$ cat config.mk
export PLATFORM = sky130hd
export DESIGN_NAME = gate_bist
export DESIGN_NICKNAME = d
export VERILOG_FILES = /design/src/rtl/gate_bist.sv
export SDC_FILE = /design/constraint.sdc
export NUM_CORES = 1
export LEC_CHECK = 0
export BUFFER_PORTS_ARGS = -buffer_cell sky130_fd_sc_hd__buf_4
export CAP_MARGIN = 15
export CORE_MARGIN = 1
export CORE_UTILIZATION = 49
export CTS_CLUSTER_SIZE = 8
export DETAILED_ROUTE_END_ITERATION = 16
export GPL_TIMING_DRIVEN = 1
export HOLD_SLACK_MARGIN = 0.08
export PLACE_DENSITY = 0.84
export SLEW_MARGIN = 15
export SYNTH_ARGS = -nofsm -noshare
export SYNTH_HDL_FRONTEND = slang
export SYNTH_SLANG_ARGS = --single-unit
$ cat constraint.sdc
create_clock -name clk -period 1.9 [get_ports clk]
set_clock_uncertainty 0.15 [all_clocks]
set_input_delay 0 -clock clk [delete_from_list [all_inputs] [get_ports clk]]
set_output_delay 0 -clock clk [all_outputs]
set_load 0.1 [all_outputs]
$ cat src/rtl/gate_bist.sv
// Exhaustive BIST sequencer for a two-input combinational gate.
// Applies vectors 00,01,10,11 to the gate, holds each one for SETTLE+1 cycles,
// compares the gate output against a latched truth table, and reports the
// mismatch count, the first failing vector and an overall pass flag.
module gate_bist #(
  parameter int SETTLE = 1,
  parameter int ERR_W  = 3
) (
  input  logic             clk,
  input  logic             rst_n,
  input  logic             start,
  input  logic [3:0]       truth,
  output logic             dut_a,
  output logic             dut_b,
  input  logic             dut_r,
  output logic             busy,
  output logic             done,
  output logic             pass,
  output logic [ERR_W-1:0] err_count,
  output logic             fail_valid,
  output logic [1:0]       fail_vec
);

  typedef enum logic [1:0] {
    IDLE = 2'd0,
    RUN  = 2'd1,
    DONE = 2'd2
  } state_t;

  localparam logic [3:0]       SETTLE_C = 4'(SETTLE);
  localparam logic [ERR_W-1:0] ERR_MAX  = '1;

  state_t           state_reg;
  logic [1:0]       vec_reg;
  logic [3:0]       cnt_reg;
  logic [3:0]       truth_reg;
  logic             cmp_now;
  logic             mismatch;
  logic [ERR_W-1:0] err_next;

  // Compare strobe, mismatch detect and saturating error count candidate.
  always_comb begin
    cmp_now  = (state_reg == RUN) && (cnt_reg == SETTLE_C);
    mismatch = cmp_now && (dut_r != truth_reg[vec_reg]);
    err_next = err_count;
    if (mismatch && (err_count != ERR_MAX)) begin
      err_next = err_count + 1'b1;
    end
  end

  // Sequencer FSM with all outputs registered.
  always_ff @(posedge clk) begin
    if (!rst_n) begin
      state_reg  <= IDLE;
      vec_reg    <= 2'd0;
      cnt_reg    <= 4'd0;
      truth_reg  <= 4'd0;
      dut_a      <= 1'b0;
      dut_b      <= 1'b0;
      busy       <= 1'b0;
      done       <= 1'b0;
      pass       <= 1'b0;
      err_count  <= '0;
      fail_valid <= 1'b0;
      fail_vec   <= 2'd0;
    end else begin
      case (state_reg)
        IDLE, DONE: begin
          // done is a single-cycle pulse; a start here may restart at once.
          done <= 1'b0;
          if (start) begin
            state_reg  <= RUN;
            vec_reg    <= 2'd0;
            cnt_reg    <= 4'd0;
            truth_reg  <= truth;
            dut_a      <= 1'b0;
            dut_b      <= 1'b0;
            busy       <= 1'b1;
            pass       <= 1'b0;
            err_count  <= '0;
            fail_valid <= 1'b0;
            fail_vec   <= 2'd0;
          end else begin
            state_reg <= IDLE;
          end
        end
        RUN: begin
          // start is deliberately not looked at here: no restart mid-run.
          if (cmp_now) begin
            cnt_reg   <= 4'd0;
            err_count <= err_next;
            if (mismatch && !fail_valid) begin
              fail_valid <= 1'b1;
              fail_vec   <= vec_reg;
            end
            if (vec_reg == 2'd3) begin
              state_reg <= DONE;
              vec_reg   <= 2'd0;
              dut_a     <= 1'b0;
              dut_b     <= 1'b0;
              busy      <= 1'b0;
              done      <= 1'b1;
              pass      <= (err_next == '0);
            end else begin
              vec_reg        <= vec_reg + 2'd1;
              {dut_a, dut_b} <= vec_reg + 2'd1;
            end
          end else begin
            cnt_reg <= cnt_reg + 4'd1;
          end
        end
        default: begin
          state_reg <= IDLE;
        end
      endcase
    end
  end

endmodule

# == Word level (Yosys, flattened, before mapping) ==
# Index checks and enable logic that the tools add are counted.
# totals
reg_bits,23
wordCells,82
in_bits,8
out_inout_bits,11
# op_classes
magnitude_cmp,1
n_mux,40
n_addsub,3
reduce_logical,16
n_eq_ne,10
# ops
op,count
1-bit 2-to-1 mux,16
2-bit 2-to-1 mux,7
1-bit one-hot mux with 2 select lines,6
2-bit one-hot mux with 2 select lines,3
3-bit 2-to-1 mux,3
4-bit 2-to-1 mux,2
4-bit one-hot mux with 2 select lines,1
4-bit AND reduction,2
3-bit one-hot mux with 2 select lines,1
2-bit AND reduction,3
3-bit AND reduction,2
"4-bit by 1-bit adder with 4-bit output, second input constant",1
"2-bit equality test, second input constant",2
"4-bit by 1-bit equality test with 1-bit output, second input constant",1
1-bit logical AND,4
"2-bit by 1-bit inequality test with 1-bit output, second input constant",2
"2-bit inequality test, second input constant",2
"3-bit by 1-bit adder with 3-bit output, second input constant",1
3-bit logical NOT,1
"2-bit by 3-bit < comparator with 1-bit output, second input constant",1
"3-bit inequality test, second input constant",1
"2-bit by 1-bit adder with 2-bit output, second input constant",1
1-bit binary-select mux with 2-bit select,1
"2-bit by 1-bit equality test with 1-bit output, second input constant",1
other kinds (5),5

# == Longest topological paths before layout ==
# depth
ltp_word,10
depth_mapped,7

# == Least setup slack after synthesis ==
# OpenSTA, ideal clock, no wires.
# synth_path
path_kind,flip-flop to flip-flop
from,reg err_count[0]
to,reg pass
synth_period_minus_slack_ps,2761
stages_incl_launch_ff,8
required_time_ps,1663
arrival_ps,2524
setup_ps,87
path_slack_ps,-861
path_buffers,0
cell_sequence,dfxtp_1 -> ha_1 -> ha_1 -> and3b_2 -> mux2_4 -> nor4_1 -> a211oi_1 -> o31ai_1
# synth_between
elab_chain_len,7
word_cells_on_any_way,8
cone_classes,1 x add/sub; 1 x eq/ne; 4 x mux; 2 x reduce/logical
# synth_rtl
item,line,source
"start, declared",19,"output logic [ERR_W-1:0] err_count,"
"start signal, assigned",91,err_count <= err_next;
"parallel branches: the longest is 2 deep, another holds 3-bit by 1-bit adder with 3-bit output",n/a,
3-bit 2-to-1 mux *,46,if (mismatch && (err_count != ERR_MAX)) begin
3-bit logical NOT *,103,pass <= (err_next == '0);
1-bit 2-to-1 mux *,96,if (vec_reg == 2'd3) begin
1-bit 2-to-1 mux *,89,if (cmp_now) begin
1-bit one-hot mux with 2 select lines *,67,case (state_reg)
"end signal, assigned",103,
"end, declared",18,"output logic pass,"
# Mark *: on every way between the ends. The select of a mux whose other input is x is not followed.
# A chain may end at the register's enable or synchronous reset.

==> results.yml <==
run_status:
  run_status: "finished, violations left"
  violated_checks: "setup timing"
grt:
  use_met2_pct: 42.4
  grt.overflow.total: 0
  grt_util_all_layers_pct: 23.9
  global_route_wire_length_before_repair_um: 4670
  groute.layer.met1.usage_pct: 27.2
  globalRouteMet3Util_pct: 6.06
  grt_busiest_layer: "met2"
  initial_antenna_violation_count: 0
  grt_max_degree: 22
  grt_pass1_vias: 1113
synth:
  synthArstFlopShare_pct: 0
  yosys_warnings: 0
  postSynthRegisterBits: 21
  synth_enable_flop_cells: 0
  syn_avg_cell_area_um2: 8.82
  seq_area_frac_synth_pct: 36.1
  syn-cell-area_mm2: 0.00116
  ys.flop_type: "sky130_fd_sc_hd__dfxtp_1"
  post_synthesis_cells: 132
  yosysUniqueCellTypes: 39
  synth_fp_nets: 145
setup_path:
  worst_setup_sp_type: "register"
  worst-endpoint-arrival_ns: 2.03
  critical_path_required_ns: 1.96
  endpoint_kind: "register"
  highest_fanout_seen_on_the_critical_path: 5
  timing_worst_setup_path_type: "reg -> reg"
finish:
  multi_input_comb_area_um2: 781
  layout.nets: 184
  final-seq-area_um2: 440
  share_of_post_route_cells_with_drive_strength_above_1_pct: 35.9
  area_growth_syn_to_layout_pct: 39.1
  final_core_util_pct: 72.5
  n_antenna_cell: 0
  layout.filler_cells: 178
clock_tree:
  reg_clk_slew_reported_paths_ns: 0.12
  clock-root-buffer: "sky130_fd_sc_hd__clkbuf_4"
  tritoncts: "yes"
  ctsLongestPathBuffers: 2
  ctsHtreeMaxLevel: 1
  tritoncts.num_buffers: 3
  total_clock_sinks: 21
  insertion_delay_to_the_later_sink_of_the_worst_skew_pair_ns: 0.30
sta:
  setup_total_negative_slack_ns: -0.154
  finalHoldViolCount: 0
  clock.fmax_ghz: 0.508
  maxSlewHeadroom_pct: 70.9
  tightest_slew_ns: 0.436
  final-setup-viol-count: 3
  report.final.slew_viol_count: 0
  final_worst_slack_ns: -0.0690
  fin_crit_ns: 1.97
  rsz_0062_raised_after_global_routing: "true"
  timing.final.crit_share_pct: 104
power:
  power_uw: 880
  power.density_cell_area_mw_per_mm2: 544
  leakage_power_uw: 0.000641
  worst_ir_drop_vdd_mv: 0.639
route:
  antenna_left: 0
  dr.first_iter.drc_count: 17
  post-route-drc-count: 0
  viasPerCell: 5.64
  routed_wirelength_um: 2880
  vias: 1117
  routedWlPerCell_um: 14.6
  drt_pass1_iterations: 4
job:
  max_cap_violations: 0
floorplan:
  die_height_um: 50.7
  initial_core_util_pct: 52.1
  core_mm2: 0.00223
  rows: 17
  ios: 19
  die_width_um: 50.7
  die-area_mm2: 0.00257
place:
  finalWeightedCongestion: 0.823
  sum_of_net_half_perimeters_after_detailed_placement_um: 2010
  dpl_worst_slack_ns: -0.0600
  port_buffers: 18
min_path:
  hold_path_class: "reg -> reg"
## synth_stat cells (2+ instances only)
cell type                  instances  share of area [%]
sky130_fd_sc_hd__and2_1            2                1.1
sky130_fd_sc_hd__nor2_1            6                1.9
sky130_fd_sc_hd__a21oi_1           8                3.4
sky130_fd_sc_hd__clkbuf_1          4                1.3
sky130_fd_sc_hd__o21ai_0           6                2.6
sky130_fd_sc_hd__dfxtp_1          21                 36
sky130_fd_sc_hd__xor2_1            2                1.5
sky130_fd_sc_hd__nand4_1           2                1.1
sky130_fd_sc_hd__nand2_1          14                4.5
sky130_fd_sc_hd__nand2b_1          3                1.6
sky130_fd_sc_hd__and3_1            2                1.1
sky130_fd_sc_hd__nor4_1            3                1.6
sky130_fd_sc_hd__nor3b_1           2                1.3
sky130_fd_sc_hd__o21a_1            3                1.9
sky130_fd_sc_hd__nor2b_1           7                3.8
sky130_fd_sc_hd__ha_1              5                5.4
sky130_fd_sc_hd__a31oi_1           2                1.1
sky130_fd_sc_hd__mux2i_1           4                3.4
sky130_fd_sc_hd__a21boi_0          9                5.8
sky130_fd_sc_hd__nor3_1            4                1.7
sky130_fd_sc_hd__inv_1             5                1.6
## layout make-up
class | count | share of cell area, %
Tap cell | 28 | 2.16
Sequential cell | 21 | 27.2
Multi-Input combinational cell | 100 | 48.2
Clock buffer | 4 | 1.62
Timing Repair Buffer | 40 | 19.6
Inverter | 5 | 1.16
## metal layers
metal | wire length, um | share of wire (%)
met1 | 1270 | 44
met2 | 1510 | 52
met4 | 17 | 0.59
met3 | 86 | 3.0
met5 | 0 | 0
## power breakdown
part | switching, uW | internal [uW] | total, uW
clock | 134 | 81.8 | 216
combinational | 114 | 90.9 | 204
sequential | 12.0 | 448 | 460
total | 260 | 620 | 880
## placed cells by master, fill, tap and decap left out, types with 5 or more instances in the layout
cell / instances
sky130_fd_sc_hd__inv_1: 5
sky130_fd_sc_hd__dlygate4sd3_1: 7
sky130_fd_sc_hd__dfxtp_1: 15
sky130_fd_sc_hd__nor2b_1: 7
sky130_fd_sc_hd__nand2_1: 14
sky130_fd_sc_hd__buf_4: 33
sky130_fd_sc_hd__o21ai_0: 6
sky130_fd_sc_hd__a21oi_1: 8
sky130_fd_sc_hd__a21boi_0: 9
sky130_fd_sc_hd__dfxtp_4: 5
sky130_fd_sc_hd__nor2_1: 5
## metrics by stage
stage,area (um^2),hold slack [ns],cells
after floorplan,1220,-0.00508,132
after global placement,1450,0.112,185
after detailed placement,1450,0.129,185
after CTS,1570,0.350,197
after global routing,1620,0.351,198
final,1620,0.352,198
## what timing repair did
action / CTS / global route
buffers inserted: 1 / 1
setup endpoints to repair: 3 / 6
hold buffers: 7 / 0
hold endpoints to repair: 21 / 0
gates cloned: 0 / 0
pin swaps: 0 / 1
gates resized for setup: 3 / 8
## final timing paths
check / start / end / slack, ns / cells past startpoint
setup reg to reg: dut_b$_SDFFE_PN0P_ / fail_vec[0]$_SDFFE_PN0P_ / -0.07 / 5
hold / removal: pass$_SDFFE_PN0P_ / pass$_SDFFE_PN0P_ / 0.35 / 2
hold reg to reg: pass$_SDFFE_PN0P_ / pass$_SDFFE_PN0P_ / 0.35 / 2
setup / recovery: dut_b$_SDFFE_PN0P_ / fail_vec[0]$_SDFFE_PN0P_ / -0.07 / 5
## worst max-delay path: stages (launching register included)
cell	delay, ns
sky130_fd_sc_hd__dfxtp_4	0.37
sky130_fd_sc_hd__mux4_2	0.50
sky130_fd_sc_hd__xnor2_1	0.15
sky130_fd_sc_hd__or3_4	0.36
sky130_fd_sc_hd__and3_4	0.19
sky130_fd_sc_hd__o21a_1	0.16
## logic make-up (layout without fill, tap and decap cells)
family	after synthesis	after routing	synth area share, %
AND/OR/NAND/NOR	52	52	25.7
adder cells (fa/ha/maj)	5	5	5.38
multiplexers	7	7	7.63
flip-flops	21	21	36.1
AO/OA/AOI/OAI	33	33	18.4
buffers and inverters	11	49	4.52
XOR/XNOR	3	3	2.26
No activity file was read; power rests on OpenSTA's default activity.
